--- src/rtl/check_password.sv ---
// -----------------------------------------------------------------------------
// check_password
//
// Second authentication stage of the access controller. Once the ID checker
// raises IDOK, this block collects four 4-bit password digits (one per
// EnterPswd pulse), looks each one up in an external synchronous password
// ROM (address {InternalID, digit index}, one clock of read latency), and then
// grants access, reports a failed attempt, or locks the user out.
//
// Optional feature: define PSWD_LOCKOUT_EN to lock the user out on the third
// consecutive failed attempt. Without it, retries are unlimited and Locked is
// tied low.
//
// Ports:
//   Clk            in   1  system clock, rising edge
//   Reset          in   1  asynchronous, active-low reset
//   InputSwitches  in   4  current password digit
//   EnterPswd      in   1  single-cycle digit-enter pulse
//   LogOutPulse    in   1  single-cycle logout pulse
//   IDOK           in   1  level, high while the ID checker holds a valid ID
//   InternalID     in   5  user index, sampled together with EnterPswd
//   PswdRomData    in   4  ROM read data, valid one clock after the address
//   PswdRomAddr    out  7  registered ROM address {InternalID, DigitIdx}
//   PswdOK         out  1  level, high while access is granted
//   AttemptFail    out  1  one-cycle pulse per rejected 4-digit attempt
//   Locked         out  1  level, high while the user is locked out
// -----------------------------------------------------------------------------
module check_password (
  input  logic       Clk,
  input  logic       Reset,
  input  logic [3:0] InputSwitches,
  input  logic       EnterPswd,
  input  logic       LogOutPulse,
  input  logic       IDOK,
  input  logic [4:0] InternalID,
  input  logic [3:0] PswdRomData,
  output logic [6:0] PswdRomAddr,
  output logic       PswdOK,
  output logic       AttemptFail,
  output logic       Locked
);

  typedef enum logic [2:0] {
    S_IDLE,
    S_DIGIT,
    S_ROMWAIT,
    S_COMPARE,
    S_GRANTED,
    S_DENIED,
    S_LOCKED
  } state_t;

  state_t     state_q,     state_d;
  logic [1:0] digit_idx_q, digit_idx_d;
  logic [3:0] captured_q,  captured_d;
  logic       mismatch_q,  mismatch_d;
  logic [1:0] fail_cnt_q,  fail_cnt_d;
  logic [6:0] rom_addr_q,  rom_addr_d;

  // Sticky mismatch including the digit currently presented by the ROM.
  logic mismatch_now;
  assign mismatch_now = mismatch_q | (PswdRomData != captured_q);

  always_ff @(posedge Clk or negedge Reset) begin
    if (!Reset) begin
      state_q     <= S_IDLE;
      digit_idx_q <= 2'd0;
      captured_q  <= 4'd0;
      mismatch_q  <= 1'b0;
      fail_cnt_q  <= 2'd0;
      rom_addr_q  <= 7'd0;
    end else begin
      state_q     <= state_d;
      digit_idx_q <= digit_idx_d;
      captured_q  <= captured_d;
      mismatch_q  <= mismatch_d;
      fail_cnt_q  <= fail_cnt_d;
      rom_addr_q  <= rom_addr_d;
    end
  end

  always_comb begin
    state_d     = state_q;
    digit_idx_d = digit_idx_q;
    captured_d  = captured_q;
    mismatch_d  = mismatch_q;
    fail_cnt_d  = fail_cnt_q;
    rom_addr_d  = rom_addr_q;

    // Logout, or losing the ID while in an attempt, abandons everything.
    if (LogOutPulse || ((state_q != S_IDLE) && !IDOK)) begin
      state_d     = S_IDLE;
      digit_idx_d = 2'd0;
      captured_d  = 4'd0;
      mismatch_d  = 1'b0;
      fail_cnt_d  = 2'd0;
      rom_addr_d  = 7'd0;
    end else begin
      unique case (state_q)
        S_IDLE: begin
          if (IDOK) begin
            state_d     = S_DIGIT;
            digit_idx_d = 2'd0;
            mismatch_d  = 1'b0;
            fail_cnt_d  = 2'd0;
          end
        end
        S_DIGIT: begin
          if (EnterPswd) begin
            captured_d = InputSwitches;
            rom_addr_d = {InternalID, digit_idx_q};
            state_d    = S_ROMWAIT;
          end
        end
        // The ROM samples the address on this edge; data is valid next cycle.
        S_ROMWAIT: state_d = S_COMPARE;
        S_COMPARE: begin
          mismatch_d = mismatch_now;
          if (digit_idx_q != 2'd3) begin
            digit_idx_d = digit_idx_q + 2'd1;
            state_d     = S_DIGIT;
          end else begin
            state_d = mismatch_now ? S_DENIED : S_GRANTED;
          end
        end
        S_GRANTED: state_d = S_GRANTED;
        S_DENIED: begin
          fail_cnt_d  = (fail_cnt_q == 2'd3) ? 2'd3 : fail_cnt_q + 2'd1;
          digit_idx_d = 2'd0;
          mismatch_d  = 1'b0;
`ifdef PSWD_LOCKOUT_EN
          // Two earlier failures plus this one: lock the user out.
          state_d = (fail_cnt_q == 2'd2) ? S_LOCKED : S_DIGIT;
`else
          state_d = S_DIGIT;
`endif
        end
`ifdef PSWD_LOCKOUT_EN
        S_LOCKED: state_d = S_LOCKED;
`else
        S_LOCKED: state_d = S_IDLE;
`endif
        default: state_d = S_IDLE;
      endcase
    end
  end

  assign PswdRomAddr = rom_addr_q;
  assign PswdOK      = (state_q == S_GRANTED);
  assign AttemptFail = (state_q == S_DENIED);
`ifdef PSWD_LOCKOUT_EN
  assign Locked      = (state_q == S_LOCKED);
`else
  assign Locked      = 1'b0;
`endif

endmodule

--- config.mk ---
export PLATFORM = sky130hd
export DESIGN_NAME = check_password
export DESIGN_NICKNAME = d
export VERILOG_FILES = /design/src/rtl/check_password.sv
export SDC_FILE = /design/constraint.sdc
export NUM_CORES = 1
export LEC_CHECK = 0
export BUFFER_PORTS_ARGS = -buffer_cell sky130_fd_sc_hd__buf_4
export CORE_MARGIN = 2
export CORE_UTILIZATION = 49
export DETAILED_ROUTE_END_ITERATION = 10
export GPL_TIMING_DRIVEN = 0
export HOLD_SLACK_MARGIN = 0.1
export PLACE_DENSITY = 0.73
export SLEW_MARGIN = 20
export SYNTH_ARGS = -nofsm -noshare
export SYNTH_HDL_FRONTEND = slang
export SYNTH_SLANG_ARGS = --single-unit
--- constraint.sdc ---
create_clock -name Clk -period 1.5 [get_ports Clk]
set_input_delay 0.375 -clock Clk [delete_from_list [all_inputs] [get_ports Clk]]
set_output_delay 0.375 -clock Clk [all_outputs]
set_load 0.05 [all_outputs]
==> summary.txt, run 1 <==
Yosys
  • Post-Synth XOR/XNOR Area: 3.78%
  • Yosys cell types: 35
  • Primary FF master, synth: dfrtp_1
  • Flops & latches, synth: 17
  • Area contributors post-synth: dfrtp_1 46%, nand2_1 11%, a21oi_1 7.0%
  • Mux cell area share after synthesis: 2.16%
  • Synthesis Warnings: 0
  • Post-Synth Adder-Cell Area: 1.35%
  • Gate Count Post-Synth: 104
  • Synth top cells by count: 27 x nand2_1, 17 x dfrtp_1, 13 x a21oi_1
  • Synthesized area per cell: 8.90 µm²
  • Yosys top cell area share: 45.9%
  • Largest family of logic cells by synthesized area: simple AND/OR/NAND/NOR gates
  • Compound-Gate Fraction of Synth Area: 14.1%
  • Most common cell in the synthesized netlist: nand2_1
  • Synth async-reset ratio: 100%
  • Seq/Total Area, Yosys: 45.9%
  • EDFF count, synth: 0
  • Synth area leader: dfrtp_1
  • Simple-Gate Fraction of Synth Area: 25.0%
  • Post-Synthesis Cell Area: 926 µm²
  • Syn nets: 123

Detailed routing
  • 1st-iter DRT viols: 9
  • Antenna viol nets, final: 0
  • DRT Pass-1 Iters: 4
  • Avg Vias per Cell: 5.11
  • WL/cell: 12.5 µm
  • Via count: 848
  • Drt total wl: 2.08 mm
  • Drc violations: 0

Min path
  • Hold Path Class: in -> reg

Outcome
  • Run status: complete, but fails checks
  • Failing checks: setup timing

STA
  • Fmax achieved: 629 MHz
  • Hold Violations, Final: 0
  • Clk_skew: 0.000593 ns
  • Worst setup margin: -0.0888 ns
  • Max-slew violations: 0
  • # setup viols final: 2
  • RSZ-0062 raised after global routing: true
  • Crit path time final: 1.59 ns
  • Final Cycle Share: 106%

Placed design
  • Port Buffers: 26
  • Placer Congestion: 0.738
  • Placed cell area: 1150 µm²
  • Post-DP HPWL: 1.42 mm

Floorplan
  • Io pins: 28
  • Core area: 1750 µm²
  • DIE AREA: 2250 µm²
  • Starting Density: 53.0%
  • Core Rows: 15
  • Chip width: 47.5 µm
  • Die Y: 47.5 µm

Power and ir drop
  • Leakage: 0.605 nW
  • Worst vdd ir: 0.570 mV
  • Post-route total power: 0.000891 W
  • PwrDens: 710 nW/µm²

Critical path
  • Cell family with the largest share of critical-path delay: flip-flops
  • Critical Path Sink Type: output pin
  • Crit path launch type: register
  • Buf/Inv on CP: 3
  • Worst path cell trace: clkbuf_4 > nand2_1 > inv_2 > buf_8
  • Worst-path maximum fanout: 10
  • Slowest stage delay, CP: 0.39 ns
  • Worst R2R Setup Slack: 0.07 ns
  • CP required: 1.12 ns
  • Slowest cell on the critical path: dfrtp_1
  • Arrival time worst endpoint: 1.21 ns
  • CP Class: reg -> out

Global route
  • Largest net degree at the start of global routing: 18
  • Vias in the first global route: 813
  • Initial antenna violation count: 0
  • First-pass GRT wire length: 3.51 mm
  • Grt total ovfl: 0
  • Total GRT Usage: 22.3%

Finish
  • Synthesis-to-layout area growth: 35.5%
  • Layout cells sized above 1: 36.9%
  • Final Util: 71.9%
  • Antenna cells: 0
  • Fillcell total: 145
  • # nets final: 161
  • Finished Cell Area: 1250 µm²

Run
  • Max Cap Violations: 0

Clocking
  • Clock-pin slew on the worst setup and hold paths: 0.11 ns
  • TritonCTS Buffers: 3
  • H-tree depth: 1
  • Clock Root Buffer: clkbuf_4
  • CTS tree: done
  • Clock sink count: 17
  • Clock latency on the worst-skew pair: 0.30 ns
  • Clock tree buffer depth: 2
-- worst paths after layout --
path | startpoint | to | cells after the start
setup / recovery | state_q[2]$_DFFE_PN0P_ | PswdOK | 4
hold / removal | InputSwitches[2] | captured_q[2]$_DFFE_PN0P_ | 3
setup reg to reg | state_q[1]$_DFFE_PN0P_ | state_q[2]$_DFFE_PN0P_ | 8
hold reg to reg | PswdRomAddr[5]$_DFFE_PN0P_ | PswdRomAddr[5]$_DFFE_PN0P_ | 2
max in group asynchronous | Reset | state_q[1]$_DFFE_PN0P_ | 2
min in group asynchronous | Reset | state_q[0]$_DFFE_PN0P_ | 2
-- flip-flops by register name, indices dropped and copies added, names as in the netlist --
register,flops
captured_q,4
PswdRomAddr,7
state_q,3
mismatch_q,1
digit_idx_q,2
-- where the power goes --
part | switching [W] | internal, W | total [W]
clock network | 0.000164 | 0.0000997 | 0.000264
registers | 0.00000703 | 0.000467 | 0.000474
logic | 0.0000806 | 0.0000721 | 0.000153
total | 0.000252 | 0.000639 | 0.000891
-- metrics by stage --
stage	setup TNS, ns	worst slack, ns	hold WS, ns	std cells
detailed placement	0	0.0729	0.254	155
floorplan	0	0.103	0.0794	104
CTS	-0.178	-0.105	0.298	168
finish	-0.160	-0.0888	0.298	166
global route	-0.806	-0.126	0.310	166
global placement	0	0.0938	0.251	155
-- layout by cell type (no fill, tap or decap), types with 2 or more instances in the layout --
| master | synthesis | routed |
|---|---|---|
| buf_4 | 1 | 32 |
| nand2_1 | 27 | 27 |
| dfrtp_1 | 17 | 16 |
| a21oi_1 | 13 | 13 |
| clkbuf_4 | 0 | 4 |
| nor2_1 | 4 | 4 |
| inv_1 | 5 | 4 |
| xnor2_1 | 3 | 3 |
| buf_2 | 3 | 2 |
| o21ai_1 | 1 | 2 |
| mux2i_1 | 2 | 2 |
| buf_8 | 0 | 2 |
-- final cells by class --
type	instances	area (µm²)	share of cell area [%]
multi-input combinational	75	437	34.8
inverter	5	18.8	1.50
timing repair buffer	35	284	22.6
buffer	5	30.0	2.39
tap	25	31.3	2.49
clock buffer	3	22.5	1.79
sequential	17	427	34.0
clock inverter	1	5.00	0.399
-- layer usage --
layer	wire length (µm)	global-route usage [%]	vias to the layer above
met5	0	0	-
met4	52	12.8	0
met3	80	2.64	7
met2	1070	36.5	24
met1	874	28.5	400
li1	-	-	417
-- tightest hold or removal path, cell delays in order --
cell and delay [ns]:
buf_4 0.11, nand2_1 0.04, a21oi_1 0.05
-- cell families after synthesis --
family          Yosys count
buf+inv                  12
fa+ha+maj                 1
xor+xnor                  4
simple gates             45
mux                       2
other cells               1
flops                    17
compound gates           22
-- repair_timing --
item                                   in CTS  in global routing
setup buffers                               8                  0
hold buffers                                1                  0
pin swaps                                   2                  3
gates resized for setup                     4                  8
setup endpoints to repair                   2                 15
endpoints found under the hold margin      17                  0
Power figures use the tool's default switching activity.
==> run 2: changes to the inputs <==
- ABC_CLOCK_PERIOD_IN_PS: not set -> 1500
- CORE_UTILIZATION: 49 -> 43
- PLACE_DENSITY: 0.73 -> 0.65
==> run 2 against run 1 <==
Net effect:
- the run still ends with setup timing left
- cell area barely moved
- clock skew rose by 0.0016 ns
- final cell count rose by 1.8%
- core utilization fell by 9.3 points
- critical path depth fell by 1
- sequential share of layout area barely moved
- die area rose by 13%
- sequential cell count did not move
- routed wire length fell by 0.53%
- critical path type unchanged
==> summary.txt, run 2 (same netlist as run 1, synthesis figures left out) <==
Finish
  • Multi-input logic area: 433 µm²
  • Final Util: 62.6%
  • Antenna cells: 0
  • # nets final: 162
  • Fillcell total: 182
  • Sequential Area: 427 µm²
  • Layout cells sized above 1: 35.9%
  • Synthesis-to-layout area growth: 35.4%
  • Max FFs per register: 7
  • Most frequent cells in the layout: 34 x buf_4, 27 x nand2_1, 16 x dfrtp_1, 13 x a21oi_1, 5 x inv_1
  • Most common cell after layout, fill and taps aside: buf_4

Power and ir drop
  • Worst vdd ir: 0.547 mV
  • Leakage: 0.608 nW
  • Post-route total power: 0.000882 W
  • PwrDens: 703 nW/µm²

Min path
  • Min-delay src: InternalID[1]
  • Hold path depth: 3
  • Hold Path Class: in -> reg

STA
  • Crit path time final: 1.55 ns
  • RSZ-0062 raised after global routing: true
  • Hold Violations, Final: 0
  • Worst setup margin: -0.0523 ns
  • Fmax achieved: 644 MHz
  • Clk_skew: 0.00224 ns
  • Setup_tns: -0.0757 ns
  • Final Cycle Share: 103%
  • Hold slack: 0.307 ns
  • # setup viols final: 2
  • Max-slew violations: 0

Critical path
  • Worst r2r src: state_q[1]$_DFFE_PN0P_
  • FF-to-FF path depth: 5
  • Arrival time worst endpoint: 1.18 ns
  • Crit path launch type: register
  • CP Class: reg -> out
  • Worst-path maximum fanout: 4
  • Critical Path Sink Type: output pin
  • CP startpoint: state_q[1]$_DFFE_PN0P_
  • CP required: 1.12 ns

Detailed routing
  • Antenna viol nets, final: 0
  • DRT Pass-1 Iters: 4
  • WL/cell: 12.2 µm
  • 1st-iter DRT viols: 14
  • Via count: 820
  • Drc violations: 0
  • Avg Vias per Cell: 4.85
  • Drt total wl: 2.07 mm

Global route
  • Total GRT Usage: 18.7%
  • Largest net degree at the start of global routing: 18
  • Grt total ovfl: 0
  • Vias in the first global route: 825
  • Initial antenna violation count: 0
  • First-pass GRT wire length: 3.59 mm

Clocking
  • TritonCTS Buffers: 3
  • Clock latency on the worst-skew pair: 0.30 ns
  • Clock-pin slew on the worst setup and hold paths: 0.11 ns
  • CTS tree: done
  • H-tree depth: 1
  • Clock Root Buffer: clkbuf_4
  • Clock tree buffer depth: 2
  • Clock sink count: 17

Run
  • Max Cap Violations: 0

Outcome
  • Run status: complete, but fails checks
  • Failing checks: setup timing

Placed design
  • Port Buffers: 26
  • Post-DP HPWL: 1.49 mm
  • Placer Congestion: 0.774

Floorplan
  • Chip width: 50.4 µm
  • Io pins: 28
  • Die Y: 50.4 µm
  • Core Rows: 16
  • Core area: 2000 µm²
  • Starting Density: 46.3%
  • DIE AREA: 2540 µm²
run 2: cell count changes in the layout (fill, tap and decap cells not counted), sizes merged:
cell and change:
buf +1
run 2: worst paths after layout:
| kind | to | slack (ns) |
|---|---|---|
| min in group asynchronous | state_q[0]$_DFFE_PN0P_ | 0.46 |
| hold / removal | PswdRomAddr[3]$_DFFE_PN0P_ | 0.31 |
| max in group asynchronous | state_q[1]$_DFFE_PN0P_ | 0.84 |
| setup / recovery | AttemptFail | -0.05 |
| setup reg to reg | captured_q[1]$_DFFE_PN0P_ | 0.04 |
| hold reg to reg | PswdRomAddr[2]$_DFFE_PN0P_ | 0.53 |
run 2: critical path: stages, from the launching register on:
cell and delay [ns]:
dfrtp_2 0.46, nor2b_4 0.12, and2_4 0.16, buf_8 0.14
run 2: power breakdown:
part	total, W	internal [W]	switching [W]
Clock	0.000255	0.0000993	0.000156
Combinational	0.000153	0.0000722	0.0000811
Sequential	0.000473	0.000467	0.00000650
Total	0.000882	0.000638	0.000243
run 2: timing repair:
| action | 4_1_cts | 5_1_grt |
|---|---|---|
| hold buffers | 1 | 0 |
| buffers inserted | 8 | 1 |
| pin swaps | 2 | 0 |
| endpoints found under the hold margin | 17 | 0 |
| setup endpoints to repair | 2 | 15 |
| gates resized for setup | 6 | 2 |
run 2: routing by layer:
| metal | global-route usage [%] | wire length [µm] | vias up |
|---|---|---|---|
| met5 | 0 | 0 | - |
| met3 | 2.98 | 82 | 4 |
| met4 | 6.76 | 31 | 0 |
| met2 | 31.4 | 1080 | 17 |
| met1 | 24.3 | 871 | 383 |
| li1 | - | - | 416 |
run 2: layout make-up:
cell class              instances  share of cell area (%)
inverters                       5                    1.50
plain buffers                   5                    2.40
clock buffers                   3                    1.80
multi-input cells              75                    34.5
well taps                      27                    2.69
clock inverters                 1                   0.399
flip-flops and latches         17                    34.0
repair buffers                 36                    22.7
run 2: per-stage QoR:
stage,instances,area (µm²),setup slack [ns]
2_1_floorplan,104,926,0.103
4_1_cts,170,1260,-0.116
3_5_place_dp,157,1150,0.0169
6_report,169,1250,-0.0523
3_3_place_gp,157,1150,0.0808
5_1_grt,169,1250,-0.112
==> run 3: changes to the inputs <==
- PLACE_DENSITY: 0.65 -> not set
- PLACE_DENSITY_LB_ADDON: not set -> 0.05
- SETUP_SLACK_MARGIN: not set -> 0.3
==> run 3 against run 2 <==
Net effect:
- the run still ends with setup timing left
- hold slack improved by 0.0079 ns
- combinational power rose by 31%
- clock-buffer cell count rose by 1
- critical path type unchanged
- largest cell class unchanged
==> summary.txt, run 3 (same netlist as run 1, synthesis figures left out) <==
Outcome
  • Run status: complete, but fails checks
  • Failing checks: setup timing

STA
  • Worst setup margin: -0.119 ns
  • Final Cycle Share: 108%
  • Hold slack: 0.315 ns
  • Hold Violations, Final: 0
  • Crit path time final: 1.62 ns
  • # setup viols final: 2
  • RSZ-0062 raised after global routing: true
  • Clk_skew: 0.00556 ns
  • Fmax achieved: 618 MHz
  • Max-slew violations: 0

Min path
  • Hold Path Class: in -> reg
  • Hold path depth: 3

Floorplan
  • Io pins: 28
  • Chip width: 50.4 µm
  • Core area: 2000 µm²
  • Core Rows: 16
  • Die Y: 50.4 µm
  • Starting Density: 46.3%
  • DIE AREA: 2540 µm²

Power and ir drop
  • Leakage: 0.647 nW
  • Worst vdd ir: 0.541 mV
  • PwrDens: 655 nW/µm²

Detailed routing
  • Avg Vias per Cell: 5.07
  • DRT Pass-1 Iters: 4
  • 1st-iter DRT viols: 27
  • Drt total wl: 2.32 mm
  • Via count: 872
  • Drc violations: 0
  • WL/cell: 13.5 µm
  • Antenna viol nets, final: 0

Finish
  • Most common cell after layout, fill and taps aside: buf_4
  • Max FFs per register: 7
  • # nets final: 165
  • Layout cells sized above 1: 48.3%
  • Finished Cell Area: 1420 µm²
  • Most frequent cells in the layout: 26 x buf_4, 21 x nand2_1, 17 x dfrtp_1, 15 x buf_6, 8 x a21oi_2
  • Final Util: 70.8%
  • Synthesis-to-layout area growth: 53.1%
  • Fillcell total: 154
  • Antenna cells: 0

Clocking
  • Clock sink count: 17
  • TritonCTS Buffers: 3
  • Clock tree buffer depth: 2
  • H-tree depth: 1
  • Clock Root Buffer: clkbuf_4
  • Clock-pin slew on the worst setup and hold paths: 0.11 ns
  • Clock latency on the worst-skew pair: 0.29 ns
  • CTS tree: done

Global route
  • First-pass GRT wire length: 3.62 mm
  • Met3 Track Usage GR: 2.68%
  • Grt total ovfl: 0
  • Vias in the first global route: 807
  • Met2 usage: 29.6%
  • Met1 GRT Util: 27.2%
  • Largest net degree at the start of global routing: 18
  • Initial antenna violation count: 0
  • Total GRT Usage: 18.9%
  • Busiest layer in global routing: met2

Critical path
  • Critical Path Sink Type: output pin
  • Arrival time worst endpoint: 1.24 ns
  • CP required: 1.12 ns
  • Worst-path maximum fanout: 3
  • CP Class: reg -> out
  • FF-to-FF path depth: 8
  • Crit path launch type: register

Run
  • Max Cap Violations: 0

Placed design
  • Placed cell area: 1170 µm²
  • Setup WS pre-CTS: 0.0820 ns
  • Post-DP HPWL: 1.50 mm
  • Placer Congestion: 0.849
  • Port Buffers: 26
run 3: cell count changes in the layout (fill, tap and decap cells not counted), moves of 2 or more:
cell | before | now
a21oi_1 | 13 | 5
a21oi_2 | 0 | 8
buf_2 | 2 | 0
buf_4 | 34 | 26
buf_6 | 1 | 15
nand2_1 | 27 | 21
nand2_2 | 0 | 6
run 3: per-stage QoR:
| step | cells | TNS [ns] | power, W |
|---|---|---|---|
| 3_3_place_gp | 157 | 0 | 0.000634 |
| 3_5_place_dp | 157 | 0 | 0.000636 |
| 6_report | 172 | -0.199 | 0.000929 |
| 4_1_cts | 165 | -0.205 | 0.000896 |
| 5_1_grt | 172 | -0.951 | 0.000968 |
| 2_1_floorplan | 104 | 0 | 0.000568 |
run 3: power by group:
| part | total (W) | internal (W) | leakage [nW] | switching (W) |
|---|---|---|---|---|
| clock | 0.000257 | 0.000103 | 0.0150 | 0.000153 |
| sequential | 0.000472 | 0.000467 | 0.235 | 0.00000542 |
| combinational | 0.000200 | 0.0000992 | 0.397 | 0.000101 |
| total | 0.000929 | 0.000670 | 0.647 | 0.000259 |
run 3: metal layers:
metal  share of wire (%)  vias to the layer above
li1                    -                      427
met1                  45                      412
met2                  49                       28
met3                 5.1                        5
met4                 1.3                        0
met5                   0                        -
run 3: final timing paths:
kind	start	to	slack (ns)
setup / recovery	state_q[1]$_DFFE_PN0P_	AttemptFail	-0.12
hold / removal	InternalID[0]	PswdRomAddr[2]$_DFFE_PN0P_	0.31
setup reg to reg	state_q[1]$_DFFE_PN0P_	PswdRomAddr[1]$_DFFE_PN0P_	0.01
hold reg to reg	captured_q[3]$_DFFE_PN0P_	captured_q[3]$_DFFE_PN0P_	0.54
max in group asynchronous	Reset	PswdRomAddr[5]$_DFFE_PN0P_	0.83
min in group asynchronous	Reset	state_q[1]$_DFFE_PN0P_	0.47
run 3: area by class of cell:
class	instances	area, µm²	share of cell area (%)
Inverter	5	22.5	1.59
Clock buffer	4	26.3	1.85
Buffer	7	67.6	4.77
Sequential cell	17	425	30.0
Multi-Input combinational cell	75	505	35.7
Tap cell	27	33.8	2.38
Timing Repair Buffer	37	337	23.7
run 3: critical path: stages (launching register included):
cell     delay (ns)
dfrtp_1        0.39
buf_6          0.14
nor2b_4        0.12
and2_4         0.16
buf_8          0.14
run 3: timing repair:
item,in CTS,in global routing
gates resized for setup,18,27
hold buffers,1,0
pin swaps,1,10
endpoints found under the hold margin,17,0
endpoints found under the setup margin,24,25
setup buffers,3,6
cloned,0,1
